===== config.mk =====
export PLATFORM = sky130hd
export DESIGN_NAME = grid_scan_flat
export DESIGN_NICKNAME = d
export VERILOG_FILES = /design/src/rtl/grid_scan_if.sv /design/src/rtl/grid_scan.sv /design/src/flat_wrapper.sv
export SDC_FILE = /design/constraint.sdc
export NUM_CORES = 1
export LEC_CHECK = 0
export CAP_MARGIN = 20
export CELL_PAD_IN_SITES_DETAIL_PLACEMENT = 0
export CELL_PAD_IN_SITES_GLOBAL_PLACEMENT = 2
export CORE_MARGIN = 4
export CORE_UTILIZATION = 42
export DETAILED_ROUTE_END_ITERATION = 12
export GPL_TIMING_DRIVEN = 0
export PLACE_DENSITY_LB_ADDON = 0.1
export SYNTH_ARGS = -nofsm -noshare
export SYNTH_HDL_FRONTEND = slang
export SYNTH_SLANG_ARGS = --single-unit
export TNS_END_PERCENT = 1

===== constraint.sdc =====
create_clock -name clk -period 4.5 [get_ports clk]
set_input_delay 0.45 -clock clk [delete_from_list [all_inputs] [get_ports clk]]
set_output_delay 0.45 -clock clk [all_outputs]
set_load 0.05 [all_outputs]

===== src/rtl/grid_scan_if.sv =====
// Bundles the generation input, scan enable and the LED/status outputs of grid_scan.
interface grid_scan_if;
    logic [63:0] grid;
    logic        grid_valid;
    logic        enable;
    logic [7:0]  row_sel;
    logic [7:0]  col;
    logic        frame_done;
    logic [6:0]  live_count;
    logic        stable;
    logic        extinct;
    logic [15:0] gen_count;

    modport master (
        output grid, grid_valid, enable,
        input  row_sel, col, frame_done, live_count, stable, extinct, gen_count
    );

    modport slave (
        input  grid, grid_valid, enable,
        output row_sel, col, frame_done, live_count, stable, extinct, gen_count
    );
endinterface


===== src/rtl/grid_scan.sv =====
// Row-multiplexed LED scan of the 8x8 Game-of-Life grid with a double-buffered
// display and per-generation status.
module grid_scan #(
    parameter int ROW_CYCLES   = 1024,
    parameter int BLANK_CYCLES = 16
) (
    input logic     clk,
    input logic     reset,
    grid_scan_if.slave gs
);

    localparam int MAX_C = (ROW_CYCLES > BLANK_CYCLES) ? ROW_CYCLES : BLANK_CYCLES;
    localparam int CNT_W = $clog2(MAX_C) + 1;
    localparam logic [CNT_W-1:0] ROW_LAST   = CNT_W'(ROW_CYCLES - 1);
    localparam logic [CNT_W-1:0] BLANK_LAST = CNT_W'(BLANK_CYCLES - 1);

    typedef enum logic [1:0] {
        IDLE  = 2'd0,
        BLANK = 2'd1,
        DRIVE = 2'd2
    } state_t;

    state_t           state;
    logic [2:0]       row;
    logic [CNT_W-1:0] cnt;
    logic [63:0]      pend_buf;
    logic             pend;
    logic [63:0]      disp_buf;
    logic [63:0]      prev_gen;
    logic [7:0]       row_sel;
    logic [7:0]       col;
    logic             frame_done;
    logic [6:0]       live_count;
    logic             stable;
    logic             extinct;
    logic [15:0]      gen_count;

    function automatic logic [6:0] popcount(input logic [63:0] v);
        logic [6:0] n;
        n = '0;
        for (int i = 0; i < 64; i++) n = n + {6'd0, v[i]};
        return n;
    endfunction

    function automatic logic [15:0] sat_inc(input logic [15:0] v);
        return (v == 16'hFFFF) ? v : v + 16'd1;
    endfunction

    // Row r lives in byte 7-r; since r is 3 bits, 7-r is simply ~r.
    function automatic logic [7:0] row_bits(input logic [63:0] g, input logic [2:0] r);
        return g[{~r, 3'b000} +: 8];
    endfunction

    always_ff @(posedge clk or negedge reset) begin
        if (!reset) begin
            state      <= BLANK;
            row        <= '0;
            cnt        <= '0;
            pend_buf   <= '0;
            pend       <= 1'b0;
            disp_buf   <= '0;
            prev_gen   <= '0;
            row_sel    <= '0;
            col        <= '0;
            frame_done <= 1'b0;
            live_count <= '0;
            stable     <= 1'b0;
            extinct    <= 1'b1;
            gen_count  <= '0;
        end else begin
            frame_done <= 1'b0;
            if (!gs.enable) begin
                state   <= IDLE;
                row     <= '0;
                cnt     <= '0;
                row_sel <= '0;
                col     <= '0;
            end else begin
                case (state)
                    IDLE: begin
                        state      <= BLANK;
                        row        <= '0;
                        cnt        <= '0;
                        row_sel    <= '0;
                        col        <= '0;
                        frame_done <= 1'b1;
                        if (pend) begin
                            disp_buf <= pend_buf;
                            pend     <= 1'b0;
                        end
                    end
                    BLANK: begin
                        if (cnt == BLANK_LAST) begin
                            state   <= DRIVE;
                            cnt     <= '0;
                            row_sel <= 8'd1 << row;
                            col     <= row_bits(disp_buf, row);
                        end else begin
                            cnt <= cnt + CNT_W'(1);
                        end
                    end
                    DRIVE: begin
                        if (cnt == ROW_LAST) begin
                            state   <= BLANK;
                            cnt     <= '0;
                            row     <= row + 3'd1;
                            row_sel <= '0;
                            col     <= '0;
                            if (row == 3'd7) begin
                                frame_done <= 1'b1;
                                if (pend) begin
                                    disp_buf <= pend_buf;
                                    pend     <= 1'b0;
                                end
                            end
                        end else begin
                            cnt <= cnt + CNT_W'(1);
                        end
                    end
                    default: begin
                        state   <= IDLE;
                        row_sel <= '0;
                        col     <= '0;
                    end
                endcase
            end

            // Placed after the swap so a coincident generation survives in pending.
            if (gs.grid_valid) begin
                pend_buf   <= gs.grid;
                pend       <= 1'b1;
                live_count <= popcount(gs.grid);
                extinct    <= (gs.grid == 64'd0);
                stable     <= (gs.grid == prev_gen);
                prev_gen   <= gs.grid;
                gen_count  <= sat_inc(gen_count);
            end
        end
    end

    assign gs.row_sel    = row_sel;
    assign gs.col        = col;
    assign gs.frame_done = frame_done;
    assign gs.live_count = live_count;
    assign gs.stable     = stable;
    assign gs.extinct    = extinct;
    assign gs.gen_count  = gen_count;

endmodule


===== src/flat_wrapper.sv =====
// flat-port wrapper written by rule: the top's interface ports become plain ports
module grid_scan_flat 
#(
    parameter int ROW_CYCLES   = 1024,
    parameter int BLANK_CYCLES = 16
)
  (clk, reset, gs_grid, gs_grid_valid, gs_enable, gs_row_sel, gs_col, gs_frame_done, gs_live_count, gs_stable, gs_extinct, gs_gen_count);
  grid_scan_if gs_i ();
  input logic clk;
  input logic reset;
  input wire logic [$bits(gs_i.grid)-1:0] gs_grid;
  input wire logic [$bits(gs_i.grid_valid)-1:0] gs_grid_valid;
  input wire logic [$bits(gs_i.enable)-1:0] gs_enable;
  output wire logic [$bits(gs_i.row_sel)-1:0] gs_row_sel;
  output wire logic [$bits(gs_i.col)-1:0] gs_col;
  output wire logic [$bits(gs_i.frame_done)-1:0] gs_frame_done;
  output wire logic [$bits(gs_i.live_count)-1:0] gs_live_count;
  output wire logic [$bits(gs_i.stable)-1:0] gs_stable;
  output wire logic [$bits(gs_i.extinct)-1:0] gs_extinct;
  output wire logic [$bits(gs_i.gen_count)-1:0] gs_gen_count;
  assign gs_i.grid = gs_grid;
  assign gs_i.grid_valid = gs_grid_valid;
  assign gs_i.enable = gs_enable;
  assign gs_row_sel = gs_i.row_sel;
  assign gs_col = gs_i.col;
  assign gs_frame_done = gs_i.frame_done;
  assign gs_live_count = gs_i.live_count;
  assign gs_stable = gs_i.stable;
  assign gs_extinct = gs_i.extinct;
  assign gs_gen_count = gs_i.gen_count;
  grid_scan #(.ROW_CYCLES(ROW_CYCLES), .BLANK_CYCLES(BLANK_CYCLES)) u_core (.clk(clk), .reset(reset), .gs(gs_i));
endmodule

==> flow_summary.toml <==
[status]
status = "finished, violations left"
failed_checks = "negative setup slack"

[power_and_ir_drop]
p_per_area_mw_per_mm2 = 790.9
p_leak_uw = 0.005856
peakVddDrop_uv = 1682
total_power_uw = 10140

[grt]
track_usage = 0.2176
grt_max_degree = 96
grt_pass1_vias = 7581
antenna_found_initial = 0
grt_pass1_wl_um = 46110
grt-ovfl-total = 0

[floorplan]
die_y_um = 167.7
io_pins = 110
rows = 58
start_util = 0.4265
dieArea_sq_mm = 0.02812
core_area_sq_mm = 0.02511
die_w_um = 167.7

[placed_design]
io_buffers = 109
routabilityCongestion = 0.8758
dp_slack_ps = -2494
dpl.hpwl_um = 23460

[timing]
min_period_over_period = 1.299
relSlewSlack = 0.3445
fmax_mhz = 171.1
drv_slew = 0
skew_ps = 15.21
timing_hold_violations_final = 0
hold_slack_ps = 36.50
worst_slew_pin_slew_ps = 983.3
rsz0062_at_grt = "yes"
fin_crit_ps = 5845
setup_viol = 7
fin_tns_setup_ps = -7581
fin_ws_ps = -1345

[synth]
synthesis.nets = 1031
yosys.area.top_type = "dfrtp_1"
synth_area_leaders = "dfrtp_1 43%, fa_1 10%, mux2_4 7.3%"
synthDistinctLibCells = 56
ys_ff_latch = 187
ys.flop_type = "dfrtp_1"
avgSynthCellArea_sq_um = 12.17
netlist_instances = 880
syn_area_sq_mm = 0.01071
ys_warn_count = 0
seq_area_frac_synth = 0.4371
synth_edf_count = 0
yosysTopAreaCellShare = 0.4322
ys_async_sr_fraction = 1.000

[drt]
drcViolationCount = 0
drtAntennaViolNets = 0
num_vias = 7102
routedWlPerCell_um = 21.99
vias_per_cell = 5.241
dr.pass1.iters = 5
drt_iter0_drc = 477
routed_wl_um = 29800

[hold_path]
worstHoldPathType = "input port to asynchronous set/reset pin"

[setup_path]
path_class = "input port to register"
r2r_end = "u_core.disp_buf[28]"
r2r.worst_path.cells = 8
required_ps = 4830
r2r_start = "u_core.state[0]"
crit_start = "gs_grid[16]"
end_kind = "register"
cp_max_fo = 4
crit_path_start_kind = "input port"
r2r_slack_ps = 2010
crit_arrival_ps = 6170
crit_path_end = "u_core.gs.live_count[4]"

[clock_tree]
clk_pin_slew_worst_paths_ps = 80
clock_sinks = 187
clk_latency_ps = 440
cts_buffers = 17
cts_tree = "done"
clock_path_buffers = 2
cts-root-buf = "clkbuf_16"
cts_max_level = 4

[flow_run]
maxCapViolCount = 0

[layout]
antennaDiodeCount = 0
drive_above_1_share = 0.2293
finalNetCount = 1163
syn2layout_area_growth_pct = 19.71
multi_input_area_sq_mm = 0.005454
fillers = 2299
final-seq-area_sq_mm = 0.004682
[cells in the final DEF, fill, tap and decap left out, types with 6 or more instances in the layout]
cell type        Yosys  final
nand3_1             13     13
xnor2_1             43     43
inv_1              122    109
nor3_1               9      9
buf_2                6     16
mux4_2              16     16
nand4_1             15     15
clkbuf_16            0     17
clkbuf_1             8      8
nand2_1             50     50
dfrtp_1            185    185
xor2_1              18     18
a22o_1              11     11
nor2b_1              8      8
buf_6                6      8
and3_1               6      6
nor2_1              23     23
buf_4                0      8
ha_1                29     28
inv_2                1     14
o21ai_0             38     36
nor4_1              24     24
buf_1                6      6
mux2_4              52     53
fa_1                54     50
mux2_2              62     61
mux2i_1             10     10
clkdlybuf4s50_1      0     74
o22ai_1              7      7
[worst max-delay path, stage by stage]
cell and delay [ps]:
clkdlybuf4s15_1 350, fa_1 520, fa_1 500, inv_1 50
fa_1 520, fa_1 450, fa_1 500, fa_1 540
fa_1 430, fa_1 510, fa_2 210, inv_2 40
fa_2 330, a21o_1 160, a21o_1 200, xor2_1 140
mux2_2 260
[worst min-delay path by stage]
stage,start,cells past startpoint,endpoint,slack [ps]
finish,reset,1,u_core.cnt[5],40
CTS,reset,1,u_core.cnt[4],70
global route,reset,1,u_core.cnt[4],90
global placement,u_core.disp_buf[39],2,u_core.disp_buf[39],460
floorplan,reset,0,u_core.cnt[0],150
detailed placement,u_core.gs.col[0],2,u_core.gs.col[0],470
[what timing repair did]
| item | 4_1_cts | 5_1_grt |
|---|---|---|
| endpoints found under the setup margin | 7 | 7 |
| buffers inserted | 2 | 1 |
| hold buffers | 0 | 0 |
| pin swaps | 24 | 17 |
| gates resized for setup | 132 | 27 |
[where the power goes]
group	switching, uW	leakage [uW]	internal (uW)
logic	3070	0.00328	3070
clock network	748	0.000283	758
registers	320	0.00229	2170
[routing by layer]
metal / routed length [um] / GRT usage / vias up
met5: 0 / 0 / -
met4: 585 / 0.05857 / 0
met3: 1227 / 0.03565 / 28
met1: 13300 / 0.2964 / 3627
met2: 14690 / 0.3641 / 171
li1: - / - / 3276
[registers in the layout, indices dropped and copies added, names as in the netlist]
register,cells
u_core.gs.gen_count,16
u_core.gs.extinct,1
u_core.disp_buf,64
u_core.gs.frame_done,1
u_core.gs.row_sel,8
u_core.gs.col,8
u_core.pend,1
u_core.gs.stable,1
u_core.gs.live_count,7
u_core.row,3
u_core.pend_buf,64
u_core.state,2
u_core.cnt,11
[synthesized netlist by cell type, types with 2 or more instances]
cell type / n
and4_1: 3
ha_1: 29
mux2_4: 52
nor2_1: 23
mux2_2: 62
and3_1: 6
o22ai_1: 7
clkbuf_1: 8
a32o_1: 3
a21oi_1: 6
dfrtp_1: 185
nor4_1: 24
inv_1: 122
buf_2: 6
fa_1: 54
o211ai_1: 3
a21boi_0: 3
mux4_2: 16
o21bai_1: 2
a221oi_1: 2
nand2_1: 50
xnor2_1: 43
nor3_1: 9
o21ai_0: 38
o21a_1: 2
dfstp_2: 2
nand3_1: 13
buf_6: 6
a22o_1: 11
mux2i_1: 10
nand4_1: 15
o2bb2ai_1: 5
nor2b_1: 8
o31ai_1: 2
buf_1: 6
xor2_1: 18
a22oi_1: 2
a31oi_1: 3
a21o_1: 4
[cell type report]
cell class,instances,share of cell area
timing repair buffer,113,0.08373
clock inverter,14,0.01152
tap,330,0.03220
inverter,123,0.03601
clock buffer,18,0.03425
multi-input combinational,544,0.4254
buffer,26,0.01171
sequential,187,0.3652
[cells by family (layout without fill, tap and decap cells)]
group	count (synthesis)	count (layout)	share of synthesized area
AO/OA/AOI/OAI	97	97	0.06110
XOR/XNOR	61	61	0.04988
adder cells (fa/ha/maj)	83	83	0.1348
buffers and inverters	149	294	0.05713
flip-flops	187	187	0.4371
multiplexers	140	140	0.1811
AND/OR/NAND/NOR	163	163	0.07886
[stage by stage]
| step | utilization | std cells | cell area [sq um] |
|---|---|---|---|
| 2_1_floorplan | - | 880 | 10720 |
| 3_3_place_gp | 0.4866 | 1319 | 12220 |
| 3_5_place_dp | 0.4879 | 1320 | 12250 |
| 4_1_cts | 0.5120 | 1354 | 12850 |
| 5_1_grt | 0.5106 | 1355 | 12820 |
| 6_report | 0.5106 | 1355 | 12820 |
(Power assumes the default switching activity.)
